===== config.mk =====
export PLATFORM = sky130hd
export DESIGN_NAME = branch_annul_controller
export DESIGN_NICKNAME = d
export VERILOG_FILES = /design/src/rtl/branch_annul_controller.sv
export SDC_FILE = /design/constraint.sdc
export NUM_CORES = 1
export LEC_CHECK = 0
export ABC_AREA = 1
export ABC_CLOCK_PERIOD_IN_PS = 3170
export CAP_MARGIN = 20
export CELL_PAD_IN_SITES_DETAIL_PLACEMENT = 1
export CELL_PAD_IN_SITES_GLOBAL_PLACEMENT = 2
export CORE_MARGIN = 2
export CORE_UTILIZATION = 31
export CTS_CLUSTER_DIAMETER = 60
export DETAILED_ROUTE_END_ITERATION = 12
export PLACE_DENSITY = 0.87
export RECOVER_POWER = 50
export SYNTH_ARGS = -nofsm -noshare
export SYNTH_HDL_FRONTEND = slang
export SYNTH_SLANG_ARGS = --single-unit

===== constraint.sdc =====
create_clock -name clk -period 3.17 [get_ports clk]
set_input_delay 0.634 -clock clk [delete_from_list [all_inputs] [get_ports clk]]
set_output_delay 0.634 -clock clk [all_outputs]
set_load 0.02 [all_outputs]

===== src/rtl/branch_annul_controller.sv =====
// branch_annul_controller: holds the pipeline after reset, then picks the PC source per branch and annuls delay slots.
module branch_annul_controller #(
  parameter int unsigned RESET_HOLD_CYCLES = 4,
  parameter int unsigned CNT_WIDTH = 16
) (
  input  logic                 clk,
  input  logic                 system_reset_n,
  input  logic                 ID_branch_instr,
  input  logic                 ID_branch_always,
  input  logic                 a,
  input  logic                 cond_true,
  input  logic                 hazard_stall,
  output logic [1:0]           pc_src,
  output logic                 pipe_enable,
  output logic                 IF_ID_reset,
  output logic                 ID_EX_reset,
  output logic                 boot_done,
  output logic [CNT_WIDTH-1:0] annul_count
);
  typedef enum logic [1:0] {HOLD = 2'd0, RUN = 2'd1, ANNUL = 2'd2} state_t;
  localparam logic [3:0] HOLD_LAST = 4'(RESET_HOLD_CYCLES - 1);
  state_t state, next_state;
  logic [3:0] hold_cnt;
  logic annul_evt;
  always_ff @(posedge clk or negedge system_reset_n) begin
    if (!system_reset_n) begin
      state       <= HOLD;
      hold_cnt    <= '0;
      annul_count <= '0;
      boot_done   <= 1'b0;
    end else begin
      state       <= next_state;
      hold_cnt    <= (state == HOLD) ? hold_cnt + 4'd1 : hold_cnt;
      annul_count <= annul_evt ? annul_count + CNT_WIDTH'(1) : annul_count;
      boot_done   <= boot_done | (state == HOLD && next_state == RUN);
    end
  end
  always_comb begin
    next_state  = state;
    pc_src      = 2'b00;
    pipe_enable = 1'b1;
    IF_ID_reset = 1'b0;
    ID_EX_reset = 1'b0;
    annul_evt   = 1'b0;
    case (state)
      HOLD: begin
        pc_src      = 2'b10;
        IF_ID_reset = 1'b1;
        ID_EX_reset = 1'b1;
        next_state  = (hold_cnt == HOLD_LAST) ? RUN : HOLD;
      end
      RUN: begin
        if (hazard_stall) begin
          pipe_enable = 1'b0;
          ID_EX_reset = 1'b1;
        end else if (ID_branch_instr) begin
          pc_src      = (cond_true | ID_branch_always) ? 2'b01 : 2'b00;
          annul_evt   = a & (~cond_true | ID_branch_always);
          IF_ID_reset = annul_evt;
          next_state  = annul_evt ? ANNUL : RUN;
        end
      end
      ANNUL: begin
        pipe_enable = ~hazard_stall;
        ID_EX_reset = hazard_stall;
        next_state  = hazard_stall ? ANNUL : RUN;
      end
      default: begin
        pc_src      = 2'b10;
        IF_ID_reset = 1'b1;
        ID_EX_reset = 1'b1;
        next_state  = HOLD;
      end
    endcase
  end
endmodule


==> results.tsv <==
stage	metric	value	unit
job	max-cap viol count	0	
logic_synthesis	post-synth top area cell	dfrtp_1	
global_routing	vias in the first global route	1313	
critical_path	worst setup path start	ID_branch_instr	
global_routing	first-pass GRT wire length	6044	µm
sta	RSZ-0062 raised after global routing	no	
placed_design	pre-CTS setup slack	0.2480	ns
logic_synthesis	Mapped Nets	186	
logic_synthesis	Syn. warnings	0	
power_and_ir_drop	Clock power frac	0.165	
placed_design	gp weighted congestion	0.8064	
clock_network	CTS root buffer	clkbuf_8	
drt	drt drc	0	
logic_synthesis	top-count cell post-synth	nand2_1	
die	Initial Utilization	0.3210	
final_layout	Layout Nets	219	
final_layout	Sequential cell area	575.6	µm²
power_and_ir_drop	combinational share of power	0.431	
power_and_ir_drop	maximum vdd drop	198.4	µV
logic_synthesis	Post-Syn Instances	173	
placed_design	Inst Count DP	253	
clock_network	post_cts resized	0	
sta	Clock Skew	0.004854	ns
final_layout	non-filler instance count after layout	257	
clock_network	# clock sinks	23	
clock_network	Worst-Skew Late Latency	0.27	ns
drt	Via-to-Cell Ratio	4.693	
global_routing	largest net degree at the start of global routing	24	
sta	final setup vio count	0	
clock_network	Post CTS Setup Buffer Count	0	
logic_synthesis	Post-synth top flop	dfrtp_1	
critical_path	Setup crit end kind	output pin	
critical_path	crit-path max FO	2	
power_and_ir_drop	Internal	0.6899	mW
logic_synthesis	top area cells in the synthesized netlist	dfrtp_1 41%, nand2_1 16%, ha_1 5.4%, inv_1 5.1%, xor2_1 4.4%	
drt	initial DRC count	32	
die	die area	5062	µm²
final_layout	footprint of the multi-input gates	694.4	µm²
critical_path	r2r setup slk	1.05	ns
sta	worst hold slack	0.4778	ns
sta	setup total negative slack	0	ns
clock_network	CTS tree	built	
critical_path	worst r2r path cells	7	
drt	WL per Instance	13.52	µm
logic_synthesis	synth cell count leaders	60 x nand2_1, 23 x dfrtp_1, 19 x inv_1	
logic_synthesis	Post-synth EDFFs	0	
critical_path	Worst R2R End	annul_count[11]$_DFFE_PN0P_	
power_and_ir_drop	Total Power	1.130	mW
drt	first-pass iteration count of the detailed router	4	
logic_synthesis	Yosys cell types	23	
die	Rows	24	
critical_path	Setup CP Type	input port to output pin	
final_layout	ant diodes	0	
critical_path	reg-to-reg startpoint	state[1]$_DFF_PN0_	
power_and_ir_drop	Sw Ratio	0.3897	
die	I/O pin cnt	29	
status	status	completed	
sta	setup slack after layout	0.1689	ns
power_and_ir_drop	Power Dens Cells	645.8	nW/µm²
clock_network	clk buf depth	2	
drt	WL final	3475	µm
sta	period utilization	0.9467	
min_path	Hold Crit Class	register to register	
critical_path	Worst setup endpoint	IF_ID_reset	
power_and_ir_drop	switching pwr	0.4405	mW
logic_synthesis	sequential share of the synthesized area	0.4118	
clock_network	hold buffer count at cts	0	
global_routing	initial antenna violation count	0	
die	die height	71.15	µm
logic_synthesis	area fraction of the dominant cell type after synthesis	0.4118	
critical_path	WP data arrival	2.37	ns
critical_path	CP max-delay cell	clkdlybuf4s50_1	
drt	via count	1206	
logic_synthesis	mapped cell area	1398	µm²
die	core area	4354	µm²
power_and_ir_drop	Leak	0.7768	nW
global_routing	total congestion overflow	0	
final_layout	Filler cells	534	
global_routing	Tot GR Track Use	0.1489	
critical_path	Req. time, crit path	2.54	ns
sta	minimum clock period	3.001	ns
placed_design	I/O Buffers	28	
placed_design	hpwl dp	2726	µm
clock_network	CTS Buf Count	3	
critical_path	CP cell instances	dlygate4sd3_1 -> inv_2 -> nor2_1 -> nand4_4 -> o21ai_0 -> clkdlybuf4s50_1	
clock_network	clock-pin slew on the worst setup and hold paths	0.08	ns
sta	Max Clock Freq	0.3332	GHz
sta	final slew viol count	0	
sta	Final Hold Vio Count	0	
logic_synthesis	Async SR Flop Fraction	1.000	
drt	antenna-violating nets left	0	
sta	actual slew at the worst max-slew pin	1.279	ns
critical_path	crit path launch type	input port	
critical_path	slowest cell delay on critical path	0.63	ns
sta	normalized max-slew margin	0.1471	
logic_synthesis	Seq cells post-synth	23	
power_and_ir_drop	Seq pwr share	0.403	
clock_network	H-tree depth	1	
die	Die X	71.15	µm
logic_synthesis	Post-Syn Area per Cell	8.079	µm²
final_layout	Syn-to-layout area delta	25.25	%
final_layout	share of cells above drive strength 1	0.07805	
==> worst min path at each step <==
stage | start | end | slack, ns | cells past startpoint
floorplan | system_reset_n | annul_count[0]$_DFFE_PN0P_ | 0.34 | 0
global placement | hold_cnt[3]$_DFFE_PN0P_ | hold_cnt[3]$_DFFE_PN0P_ | 0.46 | 1
detailed placement | hold_cnt[3]$_DFFE_PN0P_ | hold_cnt[3]$_DFFE_PN0P_ | 0.47 | 1
CTS | hold_cnt[3]$_DFFE_PN0P_ | hold_cnt[3]$_DFFE_PN0P_ | 0.49 | 1
global route | hold_cnt[3]$_DFFE_PN0P_ | hold_cnt[3]$_DFFE_PN0P_ | 0.53 | 1
finish | hold_cnt[3]$_DFFE_PN0P_ | hold_cnt[3]$_DFFE_PN0P_ | 0.48 | 1
==> routing by layer <==
metal  wire length (µm)  vias to the layer above  track usage
li1                   -                      602            -
met1               1606                      581       0.1873
met2               1733                       19       0.2654
met3                 93                        4      0.01852
met4                 42                        0      0.04403
met5                  0                        -            0
==> metrics by stage <==
step | instance area [µm²] | utilization
after floorplan | 1398 | -
after detailed placement | 1735 | 0.3986
after CTS | 1780 | 0.4089
final | 1750 | 0.4020
after global routing | 1750 | 0.4020
after global placement | 1735 | 0.3986
==> kinds of logic (layout without fill, tap and decap cells) <==
logic type               after synthesis  count (layout)  synth area share
AO/OA/AOI/OAI                         10              10           0.03760
XOR/XNOR                              11              11           0.06893
adder cells (fa/ha/maj)                6               6           0.05371
buffers and inverters                 24              56           0.07520
flip-flops                            23              23            0.4118
multiplexers                           1               1          0.008057
AND/OR/NAND/NOR                       98              98            0.3447
==> registers in the layout, summed over array words and instances (netlist names) <==
| signal | cells |
|---|---|
| state | 2 |
| hold_cnt | 4 |
| annul_count | 16 |
| boot_done | 1 |
==> critical path: cells and delay by family <==
family / cells / cell delay (ns)
AO/OA/AOI/OAI: 1 / 0.10
buffers and inverters: 3 / 1.26
AND/OR/NAND/NOR: 2 / 0.37
==> cell type report <==
| class | count | area share |
|---|---|---|
| clock buffers | 4 | 0.02573 |
| inverters | 22 | 0.04718 |
| multi-input cells | 126 | 0.3967 |
| flip-flops and latches | 23 | 0.3288 |
| well taps | 52 | 0.03717 |
| repair buffers | 30 | 0.1644 |
==> power groups by stage <==
stage	Combinational, mW	Clock [mW]	Sequential, mW
floorplan	0.255	0	0.495
global placement	0.482	0	0.455
detailed placement	0.501	0	0.460
CTS	0.503	0.197	0.456
global route	0.537	0.210	0.470
finish	0.487	0.187	0.456
==> placed cells by master (no fill, tap or decap) <==
| cell | instances |
|---|---|
| nand2_1 | 60 |
| clkdlybuf4s50_1 | 26 |
| dfrtp_1 | 23 |
| inv_1 | 19 |
| nor2_1 | 16 |
| xor2_1 | 7 |
| nand3_1 | 6 |
| ha_1 | 6 |
| nand4_1 | 5 |
| o21ai_1 | 4 |
| xnor2_1 | 4 |
| inv_2 | 3 |
| o21ai_0 | 3 |
| nand3_2 | 3 |
| clkbuf_8 | 3 |
| clkbuf_1 | 3 |
| a21oi_1 | 2 |
| nor2_4 | 2 |
| nor2_2 | 2 |
| dlygate4sd3_1 | 2 |
| nand4_4 | 1 |
| nor4_1 | 1 |
| o21bai_1 | 1 |
| nand4_2 | 1 |
| nand3b_1 | 1 |
| mux2_2 | 1 |
Note: power is estimated with default switching activity, not from simulation.
==> edit 1 (same flow settings) <==
The 3 states of `state_t` get a one-hot encoding in 3 bits.
--- a/src/rtl/branch_annul_controller.sv
+++ b/src/rtl/branch_annul_controller.sv
@@ -17,7 +17,7 @@
   output logic                 boot_done,
   output logic [CNT_WIDTH-1:0] annul_count
 );
-  typedef enum logic [1:0] {HOLD = 2'd0, RUN = 2'd1, ANNUL = 2'd2} state_t;
+  typedef enum logic [2:0] {HOLD = 3'b001, RUN = 3'b010, ANNUL = 3'b100} state_t;
   localparam logic [3:0] HOLD_LAST = 4'(RESET_HOLD_CYCLES - 1);
   state_t state, next_state;
   logic [3:0] hold_cnt;
Behaviour: no difference found for any inputs over 10 cycles, from zero or initial values and one cycle with system_reset_n low; not proved beyond that.
==> edit 1 against the original RTL <==
  * Cell area down 0.57%
  * Area after synthesis down 2.9%
  * Power down 21%
  * Via count up 1.4%
  * Critical path depth up 1
  * Setup slack better by 0.11 ns
  * Sequential cell count up 1
  * Wire length down 1.5%
  * Register-to-register slack better by 0.24 ns
  * Largest cell class unchanged
==> edit 1: results (changes against the original RTL) <==
| Metric | Value |
|---|---|
| Status | `finished, final reports clean (unchanged)` |
| Unique masters post-synth | `28 (was 23)` |
| H-Tree Depth | `1 (unchanged)` |
| Final Hold Slack | `0.4683 ns (was 0.4778 ns)` |
| First-pass GRT wire length | `6016 um (was 6044 um)` |
| Gpl congestion | `0.8231 (was 0.8064)` |
| GRT Total Usage | `15.66% (was 14.89%)` |
| Met1 Usage GRT | `18.57% (was 18.73%)` |
| Layout cells sized above 1 | `6.863% (was 7.805%)` |
| Met3 Track Usage GR | `2.886% (was 1.852%)` |
| Largest net degree at the start of global routing | `25 (was 24)` |
| Min-delay src | `hold_cnt[3] (unchanged)` |
| Hold_buf cts | `0 (unchanged)` |
| Static leakage | `0.7535 nW (was 0.7768 nW)` |
| Top Registers | `annul_count x16, hold_cnt x4, state x3 (was annul_count x16, hold_cnt x4, state x2)` |
| DRT iter0 DRCs | `45 (was 32)` |
| Crit path DAT | `2.26 ns (was 2.37 ns)` |
| Final HPWL DP | `2616 um (was 2726 um)` |
| Largest cells by area after synthesis | `dfrtp_1, nand2_1, nor2_1 (was dfrtp_1, nand2_1, ha_1)` |
| Reg-to-Reg Start | `state[0] (was state[1])` |
| Layout Skew | `0.004753 ns (was 0.004854 ns)` |
| R2r endpoint | `annul_count[7] (was annul_count[11])` |
| Worst-Margin Slew | `1.391 ns (was 1.279 ns)` |
| Synth top cells by count | `nand2_1, dfrtp_1, nor2_1, inv_1, nand3_1 (was nand2_1, dfrtp_1, inv_1, nor2_1, xor2_1)` |
| Routing usage on met2 | `27.72% (was 26.54%)` |
| Total Wirelength | `3423 um (was 3475 um)` |
| Critical path fanouts, max | `4 (was 2)` |
| VDD IR max | `176.6 uV (was 198.4 uV)` |
| Sequential cell area fraction in the yosys report | `44.33% (was 41.18%)` |
| Worst Hold Depth | `1 (unchanged)` |
| Mapped Nets | `181 (was 186)` |
| FF-to-FF setup slack | `1.29 ns (was 1.05 ns)` |
| Port-buffer cells | `28 (unchanged)` |
| Hold EP | `hold_cnt[3] (unchanged)` |
| Vias in the first global route | `1311 (was 1313)` |
| Layout Nets | `214 (was 219)` |
| Reg2reg path depth | `6 (was 7)` |
| Via count | `1223 (was 1206)` |
==> edit 1: where the power goes <==
part	leakage, nW	switching [W]	internal [W]	total, W
combinational	0.426	0.000131	0.000124	0.000255
clock	0.0288	0.000106	0.000111	0.000218
sequential	0.299	0.0000535	0.000367	0.000421
total	0.754	0.000291	0.000603	0.000894
==> edit 1: worst max path at each step <==
stage                    startpoint           to  slack (ns)  cells past startpoint
CTS                    hazard_stall  IF_ID_reset        0.29                      7
detailed placement     hazard_stall  IF_ID_reset        0.30                      7
floorplan           ID_branch_instr  IF_ID_reset        1.16                      7
global route           hazard_stall  IF_ID_reset        0.18                      7
global placement       hazard_stall  IF_ID_reset        0.37                      7
finish                 hazard_stall  IF_ID_reset        0.28                      7
==> edit 1: cell type report <==
type,count,area (um2)
well taps,52,65.06
inverters,19,76.32
flip-flops and latches,24,601.8
fillers,531,2554
repair buffers,30,287.8
clock buffers,4,55.05
multi-input cells,127,654.4
==> edit 1: cell families (layout without fill, tap and decap cells) <==
kind of cell	Yosys count	after routing	synth area share, %
buffers and inverters	21	53	7.281
DFF	24	24	44.33
xor gates and xnor gates	9	9	5.807
adders and majority gates	2	2	1.843
and+or+nand+nor	103	103	35.02
AOI/OAI and AO/OA	12	12	4.885
muxes	1	1	0.8294
==> edit 1: per-layer routing <==
metal | routed length (um) | up-vias
li1 | - | 604
met1 | 1535 | 593
met2 | 1702 | 21
met3 | 120 | 5
met4 | 64 | 0
met5 | 0 | -
==> edit 1: worst max-delay path, stage by stage <==
cell,delay (ns)
clkdlybuf4s50_1,0.47
nor2_1,0.20
nand2_2,0.08
nor2_4,0.15
nand2_4,0.06
nand2_1,0.07
clkdlybuf4s50_1,0.59
==> edit 1: stage by stage <==
step	std cells	worst slack (ns)	cell area [um2]	util [%]	total power, W
global placement	252	0.3669	1695	39.48	0.0006721
CTS	256	0.2907	1750	40.76	0.0009181
floorplan	172	1.155	1358	-	0.0005848
global route	256	0.1773	1740	40.53	0.0009593
finish	256	0.2801	1740	40.53	0.0008938
detailed placement	252	0.3001	1695	39.48	0.0006912
==> edit 2 (same flow settings) <==
Without the edit above. `CNT_WIDTH`: 16 -> 14.
--- a/src/rtl/branch_annul_controller.sv
+++ b/src/rtl/branch_annul_controller.sv
@@ -1,7 +1,7 @@
 // branch_annul_controller: holds the pipeline after reset, then picks the PC source per branch and annuls delay slots.
 module branch_annul_controller #(
   parameter int unsigned RESET_HOLD_CYCLES = 4,
-  parameter int unsigned CNT_WIDTH = 16
+  parameter int unsigned CNT_WIDTH = 14
 ) (
   input  logic                 clk,
   input  logic                 system_reset_n,
Ports: changed (resized annul_count); port bits go from 29 to 27. No check against the original RTL was run, so the function may have changed too.
==> edit 2 against the original RTL <==
  * Power increased by 6.7%
  * Cell area decreased by 4.5%
  * Hold slack improved by 0.0055 ns
  * Sequential cell count decreased by 2
  * Wire length decreased by 7.9%
  * Area after synthesis decreased by 4.8%
  * Highest routed layer unchanged
  * Die area decreased by 4.6%
  * Setup slack improved by 0.11 ns
  * First-iteration DRC count increased by 3.1%
  * Critical path type unchanged
  * Largest power group unchanged
  * Non-clock buffer count decreased by 3
  * Largest cell class unchanged
  * Sequential share of layout area decreased by 1.4 points
  * Clock power decreased by 2%
==> edit 2: results (changes against the original RTL) <==
| Metric | Value |
|---|---|
| DRT iter0 DRCs | `33 (was 32)` |
| CP max stage delay | `0.62 ns` |
| Placed Instances | `231 (was 253)` |
| Vias in the first global route | `1251 (was 1313)` |
| Comb group | `0.000581 W (was 0.000487 W)` |
| Static leakage | `0.7552 nW (was 0.7768 nW)` |
| Largest net degree at the start of global routing | `22 (was 24)` |
| Clock group | `0.000183 W (was 0.000187 W)` |
| # DRC | `0 (unchanged)` |
| Max Cap Viol | `0 (unchanged)` |
| Largest cells by area after synthesis | `dfrtp_1, nand2_1, ha_1 (unchanged)` |
| Port-buffer cells | `26 (was 28)` |
| VDD IR max | `334.2 uV (was 198.4 uV)` |
| Via count | `1102 (was 1206)` |
| Clock-pin slew on the worst setup and hold paths | `0.08 ns (about the same)` |
| Worst-Skew Late Latency | `0.27 ns (about the same)` |
| Max Root-Sink Buffers | `2 (unchanged)` |
| CTS Buf Count | `3 (unchanged)` |
| Gpl congestion | `0.8043 (was 0.8064)` |
| Vias per inst | `4.689 (was 4.693)` |
| Layout Nets | `199 (was 219)` |
| Most flop-heavy register | `annul_count (unchanged)` |
| Switching fraction of total power | `41.25% (was 38.97%)` |
| Critical-path top delay cell | `clkdlybuf4s50_1 (unchanged)` |
| Layout Skew | `0.001379 ns (was 0.004854 ns)` |
| Max-slew headroom | `20.60% (was 14.71%)` |
| Critical path fanouts, max | `9 (was 2)` |
| Final HPWL DP | `2529 um (was 2726 um)` |
| Status | `finished, final reports clean (unchanged)` |
| Sequential cell area fraction in the yosys report | `39.51% (was 41.18%)` |
| Synth top cells by count | `nand2_1, dfrtp_1, inv_1, nor2_1, nand2_2 (was nand2_1, dfrtp_1, inv_1, nor2_1, xor2_1)` |
| Avg Cell Area, Syn | `8.581 um2 (was 8.079 um2)` |
| Fillers | `491 (was 534)` |
| Top Registers | `annul_count x14, hold_cnt x4, state x2 (was annul_count x16, hold_cnt x4, state x2)` |
| Worst hold-check path type | `reg -> reg (unchanged)` |
| Crit path DAT | `2.26 ns (was 2.37 ns)` |
| First-pass GRT wire length | `5637 um (was 6044 um)` |
| Post-CTS setup buffers | `0 (unchanged)` |
| CTS root buf | `clkbuf_8 (unchanged)` |
| H-Tree Depth | `1 (unchanged)` |
| Unique masters post-synth | `29 (was 23)` |
| Layout cells sized above 1 | `15.14% (was 7.805%)` |
| Initial antenna violation count | `0 (unchanged)` |
| Ys async rst share | `100.0% (unchanged)` |
| Total Wirelength | `3200 um (was 3475 um)` |
| Post-CTS sizing | `0 (unchanged)` |
| Dpl ws | `0.2951 ns (was 0.2480 ns)` |
| Drt pass-1 iters | `4 (unchanged)` |
| Mapped Nets | `168 (was 186)` |
| GRT Total Usage | `14.26% (was 14.89%)` |
## edit 2: cell count changes after synthesis, sizes merged, moves of 2 or more
cell / before / now
nand2: 60 / 50
dfrtp: 23 / 21
nor2: 20 / 18
xor2: 7 / 5
## edit 2: logic make-up (layout without fill, tap and decap cells)
kind of cell               after synthesis  count (layout)  synth area share [%]
DFF                                     21              21                 39.51
and+or+nand+nor                         82              82                 31.61
adders and majority gates                6               6                 5.644
buffers and inverters                   23              53                 8.279
xor gates and xnor gates                10              10                 7.149
AOI/OAI and AO/OA                       12              12                 6.962
muxes                                    1               1                0.8466
## edit 2: final timing paths
path	endpoint	cells after the start	slack [ns]	from
worst max-delay path	IF_ID_reset	7	0.28	hazard_stall
min in group asynchronous	annul_count[12]	2	1.13	system_reset_n
worst min-delay path	boot_done	1	0.48	boot_done
worst max register to register	annul_count[8]	7	1.05	state[1]
max in group asynchronous	state[0]	2	1.34	system_reset_n
worst min register to register	boot_done	1	0.48	boot_done
## edit 2: area by class of cell
class | instances | area (um2) | area share, %
repair buffers | 27 | 264.0 | 15.79
well taps | 50 | 62.56 | 3.743
multi-input cells | 111 | 690.7 | 41.32
clock buffers | 4 | 45.04 | 2.695
inverters | 22 | 83.83 | 5.015
flip-flops and latches | 21 | 525.5 | 31.44
## edit 2: stage by stage
step                      cell area (um2)  util (%)   power, W
after floorplan                      1330         -  0.0008037
final                                1672     41.20   0.001206
after global placement               1640     40.43   0.001020
after detailed placement             1640     40.43   0.001044
after CTS                            1685     41.54   0.001233
after global routing                 1672     41.20   0.001302
## edit 2: per-layer routing
metal	vias to the layer above	global-route usage, %	routed length (um)	share of wire, %
met3	4	1.744	55	1.7
met5	-	0	0	0
met4	0	5.229	51	1.6
met1	541	17.41	1439	45
met2	12	25.53	1654	52
li1	545	-	-	-
